<file path="config.mk">
export PLATFORM = sky130hd
export DESIGN_NAME = aes_req_arbiter
export DESIGN_NICKNAME = d
export VERILOG_FILES = /design/src/rtl/aes_pkg.sv /design/src/rtl/rr_pick.sv /design/src/rtl/aes_req_arbiter.sv
export SDC_FILE = /design/constraint.sdc
export NUM_CORES = 1
export LEC_CHECK = 0
export CORE_AREA = 5 5 593 595
export CTS_CLUSTER_SIZE = 28
export DETAILED_ROUTE_END_ITERATION = 10
export DIE_AREA = 0 0 598 600
export HOLD_SLACK_MARGIN = 0.1
export REMOVE_ABC_BUFFERS = 1
export SLEW_MARGIN = 20
export SYNTH_ARGS = -nofsm -noshare
export SYNTH_HDL_FRONTEND = slang
export SYNTH_SLANG_ARGS = --single-unit
</file>
<file path="constraint.sdc">
create_clock -name clk -period 4.3 [get_ports clk]
set_clock_uncertainty 0.1 [all_clocks]
set_input_delay 0.86 -clock clk [delete_from_list [all_inputs] [get_ports clk]]
set_output_delay 0.86 -clock clk [all_outputs]
set_load 0.05 [all_outputs]
</file>
<file path="src/rtl/aes_pkg.sv">
// aes_pkg: shared constants for the AES request arbiter (state encoding, block width, FIPS-197 vector)
package aes_pkg;

    localparam int AES_BLOCK_W = 128;

    localparam logic [2:0] S_IDLE      = 3'd0;
    localparam logic [2:0] S_LAUNCH    = 3'd1;
    localparam logic [2:0] S_WAIT_LOW  = 3'd2;
    localparam logic [2:0] S_WAIT_HIGH = 3'd3;
    localparam logic [2:0] S_RESP      = 3'd4;

    localparam logic [AES_BLOCK_W-1:0] AES_FIPS_KEY = 128'h000102030405060708090a0b0c0d0e0f;
    localparam logic [AES_BLOCK_W-1:0] AES_FIPS_PT  = 128'h00112233445566778899aabbccddeeff;
    localparam logic [AES_BLOCK_W-1:0] AES_FIPS_CT  = 128'h69c4e0d86a7b0430d8cdb78070b4c55a;

endpackage

</file>
<file path="src/rtl/rr_pick.sv">
// rr_pick: combinational round-robin picker, first set request at or above ptr with wrap
module rr_pick #(
    parameter int N = 4,
    parameter int W = $clog2(N)
) (
    input  logic [N-1:0] req,
    input  logic [W-1:0] ptr,
    output logic [W-1:0] idx,
    output logic         any
);

    logic [N-1:0] rot;
    logic [W-1:0] off;
    logic [W:0]   sum;

    // rotate so ptr lands at bit 0, take the lowest set offset, then map back modulo N
    always_comb begin
        rot = N'({req, req} >> ptr);
        off = '0;
        for (int i = N - 1; i >= 0; i--)
            if (rot[i]) off = W'(i);
        sum = {1'b0, ptr} + {1'b0, off};
        idx = (sum >= (W+1)'(N)) ? W'(sum - (W+1)'(N)) : sum[W-1:0];
        any = |req;
    end

endmodule

</file>
<file path="src/rtl/aes_req_arbiter.sv">
// aes_req_arbiter: round-robin sharing of one AES core among NUM_REQ requesters; watchdog under AES_ARB_TIMEOUT_EN
module aes_req_arbiter
    import aes_pkg::*;
#(
    parameter int NUM_REQ        = 4,
    parameter int ID_W           = $clog2(NUM_REQ),
    parameter int TIMEOUT_CYCLES = 1024
) (
    input  logic                           clk,
    input  logic                           reset,
    input  logic [NUM_REQ-1:0]             req_valid,
    output logic [NUM_REQ-1:0]             req_ready,
    input  logic [NUM_REQ*AES_BLOCK_W-1:0] req_key,
    input  logic [NUM_REQ*AES_BLOCK_W-1:0] req_pt,
    output logic                           rsp_valid,
    input  logic                           rsp_ready,
    output logic [ID_W-1:0]                rsp_id,
    output logic [AES_BLOCK_W-1:0]         rsp_ct,
    output logic                           rsp_err,
    output logic [AES_BLOCK_W-1:0]         aes_key,
    output logic [AES_BLOCK_W-1:0]         aes_plaintext,
    output logic                           aes_trigger,
    input  logic                           aes_done,
    input  logic [AES_BLOCK_W-1:0]         aes_ciphertext
);

    logic [2:0]             state;
    logic [ID_W-1:0]        ptr;
    logic [ID_W-1:0]        pick;
    logic                   any;
    logic                   grant;
    logic                   tmo_hit;
    logic [AES_BLOCK_W-1:0] key_sel;
    logic [AES_BLOCK_W-1:0] pt_sel;

    rr_pick #(.N(NUM_REQ), .W(ID_W)) u_pick (
        .req (req_valid),
        .ptr (ptr),
        .idx (pick),
        .any (any)
    );

    assign grant     = !reset && state == S_IDLE && aes_done && any;
    assign req_ready = grant ? NUM_REQ'(1) << pick : '0;

    // operand mux for the grantee
    always_comb begin
        key_sel = '0;
        pt_sel  = '0;
        for (int i = 0; i < NUM_REQ; i++)
            if (pick == ID_W'(i)) begin
                key_sel = req_key[AES_BLOCK_W*i +: AES_BLOCK_W];
                pt_sel  = req_pt[AES_BLOCK_W*i +: AES_BLOCK_W];
            end
    end

`ifdef AES_ARB_TIMEOUT_EN
    logic [31:0] cnt;

    assign tmo_hit = cnt == 32'(TIMEOUT_CYCLES - 1) &&
                     (state == S_WAIT_LOW || (state == S_WAIT_HIGH && !aes_done));

    // watchdog: counts core cycles spent waiting for the core since the trigger
    always_ff @(posedge clk) begin
        if (reset || state == S_LAUNCH)
            cnt <= '0;
        else if (state == S_WAIT_LOW || state == S_WAIT_HIGH)
            cnt <= cnt + 32'd1;
    end

    // error flag travels with the timed-out response and clears once it is accepted
    always_ff @(posedge clk) begin
        if (reset)
            rsp_err <= 1'b0;
        else if (tmo_hit)
            rsp_err <= 1'b1;
        else if (state == S_RESP && rsp_ready)
            rsp_err <= 1'b0;
    end
`else
    logic unused_timeout;

    assign unused_timeout = TIMEOUT_CYCLES == 0;
    assign tmo_hit        = 1'b0;
    assign rsp_err        = 1'b0;
`endif

    // grant, trigger the core once, wait for done to fall then rise, hold the response until accepted
    always_ff @(posedge clk) begin
        if (reset) begin
            state         <= S_IDLE;
            ptr           <= '0;
            rsp_valid     <= 1'b0;
            rsp_id        <= '0;
            rsp_ct        <= '0;
            aes_trigger   <= 1'b0;
            aes_key       <= '0;
            aes_plaintext <= '0;
        end else begin
            aes_trigger <= 1'b0;
            case (state)
                S_IDLE:
                    if (grant) begin
                        aes_key       <= key_sel;
                        aes_plaintext <= pt_sel;
                        rsp_id        <= pick;
                        ptr           <= (pick == ID_W'(NUM_REQ - 1)) ? '0 : pick + ID_W'(1);
                        aes_trigger   <= 1'b1;
                        state         <= S_LAUNCH;
                    end
                S_LAUNCH:
                    state <= S_WAIT_LOW;
                S_WAIT_LOW:
                    if (tmo_hit) begin
                        rsp_ct    <= '0;
                        rsp_valid <= 1'b1;
                        state     <= S_RESP;
                    end else if (!aes_done)
                        state <= S_WAIT_HIGH;
                S_WAIT_HIGH:
                    if (aes_done) begin
                        rsp_ct    <= aes_ciphertext;
                        rsp_valid <= 1'b1;
                        state     <= S_RESP;
                    end else if (tmo_hit) begin
                        rsp_ct    <= '0;
                        rsp_valid <= 1'b1;
                        state     <= S_RESP;
                    end
                S_RESP:
                    if (rsp_ready) begin
                        rsp_valid <= 1'b0;
                        state     <= S_IDLE;
                    end
                default:
                    state <= S_IDLE;
            endcase
        end
    end

endmodule

</file>
# ---- Word level (Yosys, flattened, before mapping)
# Index checks and enable logic that the tools add are counted.
dict set report word_totals {
  reg_bits 393
  inputBits 1160
}
dict set report classes {
  add_sub_neg 3
  order_cmp 1
  n_eq_ne 11
  n_shift 2
  muxes 24
  bitwise 1
  n_reduce_logical 13
}
# op n
set op_table {}
lappend op_table {{2-to-1 mux 128 bit} 8}
lappend op_table {{case mux 3 bit (5 select lines)} 1}
lappend op_table {{2-to-1 mux 2 bit} 6}
lappend op_table {{2-to-1 mux 3 bit} 4}
lappend op_table {{!= test 2 bit, second input constant} 4}
lappend op_table {{right shift 8 x 2 -> 4 bit} 1}
lappend op_table {{== test 3 x 2 -> 1 bit, second input constant} 2}
lappend op_table {{== test 2 bit, second input constant} 2}
lappend op_table {{2-to-1 mux 4 bit} 1}
lappend op_table {{AND reduction 2 bit} 2}
lappend op_table {{AND reduction 4 bit} 1}
lappend op_table {{OR reduction 4 bit} 1}
lappend op_table {{left shift 1 x 2 -> 4 bit, first input constant} 1}
lappend op_table {{adder 2 x 2 -> 3 bit} 1}
lappend op_table {{== test 3 x 1 -> 1 bit, second input constant} 1}
lappend op_table {{== test 3 bit, second input constant} 1}
lappend op_table {{>= comparator 3 bit, second input constant} 1}
lappend op_table {{logical AND 1 bit} 3}
lappend op_table {{logical NOT 3 bit} 1}
lappend op_table {{2-to-1 mux 1 bit} 3}
lappend op_table {{AND reduction 3 bit} 1}
lappend op_table {{adder 2 x 1 -> 2 bit, second input constant} 1}
lappend op_table {{== test 2 x 1 -> 1 bit, second input constant} 1}
lappend op_table {{logical NOT 2 bit} 1}
lappend op_table {{6 further kinds} 6}

# ---- Depth between registers and ports, before layout
dict set report logic_depth {
  depth_word 13
  ltp_mapped 17
  mapped_depth_nobuf 13
}

# ---- Hierarchy
# Synthesis repeated with hierarchy kept, for this count alone.
dict set report unflattened {
  cells_unflattened 2995
  area_unflattened_um2 24584.8
}
# module instances cells_each area_each_um2 seq_area_each_um2
set by_module_without_submodules {}
lappend by_module_without_submodules {aes_req_arbiter 1 2968 24405.9 7867.5}
lappend by_module_without_submodules {rr_pick 1 27 178.9 0.0}

# ---- Worst setup path after synthesis
# No wires, ideal clock.
dict set report synth_path {
  path_type {input-to-output}
  from {input req_valid[2]}
  to {output req_ready[3]}
  arrival_time_ns 3.293
  t_required_ns 3.340
  path_slack_ns 0.047
  cell_stages 14
  cell_sequence {buf_2 -> nor2_1 -> nor3_1 -> a21oi_1 -> o21ai_0 -> ha_1 -> xnor2_1 -> xnor2_1 -> inv_1 -> ha_1 -> buf_2 -> clkbuf_1 -> clkbuf_1 -> and2_1}
}
dict set report synth_via {
  elab_chain_cells 10
  elab_cells_between_ends 13
  cone_classes {2 x add/sub; 1 x order compare; 2 x shift; 6 x mux; 2 x reduce/logical}
}
# element line
set synth_lines {}
lappend synth_lines {{start: declaration} aes_req_arbiter.sv:11} ;# input logic [NUM_REQ-1:0] req_valid,
lappend synth_lines {{right shift 8 x 2 -> 4 bit *} rr_pick.sv:18} ;# rot = N'({req, req} >> ptr);
lappend synth_lines {{2-to-1 mux 2 bit (3 in series)} rr_pick.sv:21} ;# if (rot[i]) off = W'(i);
lappend synth_lines {{2-to-1 mux 2 bit *} rr_pick.sv:21}
lappend synth_lines {{adder 2 x 2 -> 3 bit *} rr_pick.sv:22} ;# sum = {1'b0, ptr} + {1'b0, off};
lappend synth_lines {{>= comparator 3 bit / subtractor 2 x 1 -> 2 bit (equally long branches)} rr_pick.sv:23} ;# idx = (sum >= (W+1)'(N)) ? W'(sum - (W+1)'(N)) : sum[W-1:0];
lappend synth_lines {{2-to-1 mux 2 bit *} rr_pick.sv:23}
lappend synth_lines {{via pick[1]} aes_req_arbiter.sv:29} ;# logic [ID_W-1:0] pick;
lappend synth_lines {{left shift 1 x 2 -> 4 bit *} aes_req_arbiter.sv:44} ;# assign req_ready = grant ? NUM_REQ'(1) << pick : '0;
lappend synth_lines {{2-to-1 mux 4 bit *} aes_req_arbiter.sv:44}
lappend synth_lines {{end: declaration} aes_req_arbiter.sv:12} ;# output logic [NUM_REQ-1:0] req_ready,
# The timed path passes the listed nets; every way through them passes the cells marked *.

# ---- Final worst setup path
dict set report layout_path {
  from {input req_valid[3]}
  to {output req_ready[1]}
}
dict set report layout_via {
  elab_chain_cells 10
  elab_cells_between_ends 13
  cone_classes {2 x add/sub; 1 x order compare; 2 x shift; 6 x mux; 2 x reduce/logical}
}
# element line
set layout_lines {}
lappend layout_lines {{right shift 8 x 2 -> 4 bit} rr_pick.sv:18}
lappend layout_lines {{2-to-1 mux 2 bit (4 in series)} rr_pick.sv:21}
lappend layout_lines {{adder 2 x 2 -> 3 bit} rr_pick.sv:22}
lappend layout_lines {{>= comparator 3 bit / subtractor 2 x 1 -> 2 bit (equally long branches)} rr_pick.sv:23}
lappend layout_lines {{2-to-1 mux 2 bit} rr_pick.sv:23}
lappend layout_lines {{left shift 1 x 2 -> 4 bit} aes_req_arbiter.sv:44}
lappend layout_lines {{2-to-1 mux 4 bit *} aes_req_arbiter.sv:44}
# Mark *: on every way between the ends. The rest lies on a longest branch, timed or not.

==> key figures <==
Clocking
  – # hold bufs at CTS: 0
  – TritonCTS clock tree: yes
  – CTS root buf: clkbuf_16
  – Clock latency on the worst-skew pair: between 0.7 and 0.8 ns
  – Clock slew at reported path FFs: approximately 0.060 ns
  – # clock sinks: just under 400
  – Total CTS buffers: between 50 and 60
  – Worst-case clock buffer depth: 3
  – H-tree depth: 2

Synthesis
  – Ys Warns: 0
  – Synthesized cell area: between 0.02 and 0.025 mm²
  – Post-synth EDFFs: 0
  – Synth area leader: dfxtp_1
  – Synth async-reset ratio: 0%
  – Synth Instances: about 2,700
  – #FFs+latches synth: about 390
  – Area share of the largest cell type after synthesis: about two fifths
  – Post-synthesis cell type count: 35
  – Sequential share of the synthesized area: 38.48%
  – Most frequent cell after synthesis: nor3_1
  – Synth area leaders: dfxtp_1 (38%), nor3_1 (13%), a221oi_1 (11%)
  – Prevailing post-synth register cell: dfxtp_1
  – Syn Area/Cell: 7.619 µm²
  – Top post-synthesis cells by count: nor3_1 (514), dfxtp_1 (393), nor2_1 (266)

Setup path
  – Worst reg-to-reg setup slack: approximately 0.16 ns
  – Critical path fanouts, max: 5
  – Path depth of the worst reg2reg path: 19
  – Worst R2R Start: ptr[0]$_SDFFE_PP0P_
  – CP Launch Type: primary input
  – Setup Crit Path Kind: in2out
  – Element type at the critical path end: output port
  – R2r endpoint: aes_key[62]$_SDFFE_PP0P_
  – CP required: 3.34 ns
  – Crit path arrival time: between 3 and 4 ns

Timing
  – Slack of the critical path: ~0.075 ns
  – Slew Viols, Final: 0
  – Final Hold Fails: 0
  – Final setup viols: 0
  – Fmax: approximately 240 MHz
  – Fin crit share: 98.25%
  – Measured slew at the worst slew-check pin: about 1 ns
  – Slew HR: between 30% and 40%
  – Clock period minus final worst setup slack: between 4 and 5 ns
  – RSZ-0062 raised after global routing: no

Min path
  – Hold Path Cell Cnt: 2
  – Hold wc startpoint: reset
  – Hold WC Path Type: in2reg
  – WHS Endpoint: rsp_ct[13]$_SDFFE_PP0P_

Die
  – I/O pin count: around 1,600
  – Chip width: 598 µm
  – Initial Util: between 5 and 6%
  – Vert. Die Dim: roughly 600 µm
  – Core area: 0.3454 mm²
  – # rows: between 200 and 250
  – Die area: ~0.36 mm²

Layout
  – Utilization after layout: between 10% and 20%
  – Fin nets: 5,429
  – Filler cells: a little under 40,000
  – Layout cells sized above 1: 9.580%
  – Area growth syn-to-layout: 122.2%
  – Non-Filler Instances: around 9,000
  – Final Instance Area: between 0.04 and 0.05 mm²

Pwr
  – Max VDD drop: ~0.35 mV
  – Pwr Total: between 20 and 25 mW
  – Pwr dens: 508.8 mW/mm²
  – Pleak: 14.47 nW

Placement
  – PortBufs: ~1,600
  – Pre-CTS setup slack: -0.8380 ns
  – Placed cell count: 8,774
  – Hpwl dp: between 200,000 and 250,000 µm
  – Gpl congestion: about 0.94
  – Dpl cell area: 0.04310 mm²

Route
  – Vias per cell: approximately 3.4
  – Wire per inst: roughly 32 µm
  – 1st-iter DRT viols: 2,341
  – Detail Route Antenna Nets: 0
  – Total Wirelength: about 280,000 µm
  – DRC viols: 0
  – DRT Pass-1 Iters: 5
  – Vias post-DR: a little over 30,000

Global route
  – GRT Overall Usage: around 15%
  – Wire length of the first global-routing pass: around 340,000 µm
  – Antenna violations before repair: 342
  – Total gr overflow: 0
  – Pin count of the biggest net entering global routing: ~140
  – Number of global-route vias before repair: approximately 28,000

Status
  – Status: finished clean

Job
  – Max-cap viol count: 0
-- power breakdown --
part | leakage [nW] | total [mW] | internal, mW | switching, mW
sequential | 3.21 | 4.13 | 3.95 | 0.182
clock | 0.960 | 5.27 | 2.97 | 2.29
combinational | 10.3 | 13.7 | 5.90 | 7.82
total | 14.5 | 23.1 | 12.8 | 10.3
-- logic make-up (layout without fill, tap and decap cells) --
group           Yosys count  in the layout  share of synthesized area, %
buf+inv                 311           1938                         6.364
fa+ha+maj                 5              5                        0.3059
xor+xnor                  2              2                       0.08568
simple gates           1317           1317                         30.72
other cells               1             82                       0.01834
flops                   393            393                         38.48
mux                       1              1                       0.04895
compound gates          654            654                         23.98
-- timing repair --
action | 4_1_cts | 5_1_grt
pin swaps | 5 | 0
buffers inserted | 8 | 0
setup endpoints to repair | 6 | 3
gates resized for setup | 25 | 1
-- through the flow --
stage	TNS (ns)	hold slack (ns)
final	0	0.2999
after global routing	0	0.2463
after CTS	0	0.1901
after detailed placement	-124.30	0.3465
after global placement	-143.41	0.3428
after floorplan	-3842.88	0.3784
-- registers in the layout (all words and copies together) (netlist names) --
| signal | flops |
|---|---|
| aes_key | 128 |
| aes_plaintext | 128 |
| aes_trigger | 1 |
| ptr | 2 |
| rsp_ct | 128 |
| rsp_id | 2 |
| rsp_valid | 1 |
| state | 3 |
-- metal layers --
layer  vias up  part of all wire (%)  global-route usage [%]
met1     14140                    34                   15.32
met4       290                   5.1                   5.781
met2      1868                    46                   25.23
li1      13120                     -                       -
met5         -                  0.69                       0
met3       796                    14                   8.844
-- critical path, stage by stage --
cell and delay, ns:
clkdlybuf4s15_1 0.33, inv_1 0.13, o311a_1 0.33, o21ai_2 0.23, ha_4 0.18, xnor2_2 0.12, xnor2_1 0.15, buf_4 0.17
buf_4 0.12, ha_4 0.15, buf_4 0.16, and2_1 0.18, buf_12 0.15
-- worst max-delay path by stage --
| stage | depth (start not counted) | endpoint | start | slack [ns] |
|---|---|---|---|---|
| after floorplan | 13 | aes_key[0]$_SDFFE_PP0P_ | req_valid[1] | -14.38 |
| after global placement | 19 | aes_plaintext[55]$_SDFFE_PP0P_ | req_valid[2] | -0.90 |
| after detailed placement | 18 | aes_key[62]$_SDFFE_PP0P_ | req_valid[3] | -0.84 |
| after CTS | 12 | req_ready[3] | ptr[0]$_SDFFE_PP0P_ | 0.004 |
| after global routing | 13 | req_ready[1] | req_valid[3] | 0.001 |
| final | 13 | req_ready[1] | req_valid[3] | 0.08 |
-- cell usage in the layout, fill, tap and decap left out, types with 8 or more instances in the layout --
cell type	instances
dfxtp_1	392
buf_12	52
nor2_1	263
nor3_1	512
diode_2	81
nand2_1	263
clkbuf_8	8
a221oi_1	256
a21oi_1	132
nor2b_1	255
clkinvlp_4	8
clkbuf_16	59
clkdlybuf4s50_1	1528
clkbuf_1	10
clkinv_2	9
buf_4	236
a211oi_1	255
-- cell type report --
| type | instances | area [µm²] | area share (%) |
|---|---|---|---|
| Multi-Input combinational cell | 1980 | 11410 | 25.12 |
| Sequential cell | 393 | 7871 | 17.32 |
| Inverter | 6 | 32.53 | 0.07160 |
| Clock inverter | 31 | 384.1 | 0.8454 |
| Tap cell | 4578 | 5728 | 12.61 |
| Antenna cell | 81 | 202.7 | 0.4461 |
| Clock buffer | 77 | 1624 | 3.575 |
| Timing Repair Buffer | 1824 | 18180 | 40.01 |
(Power assumes the default switching activity.)
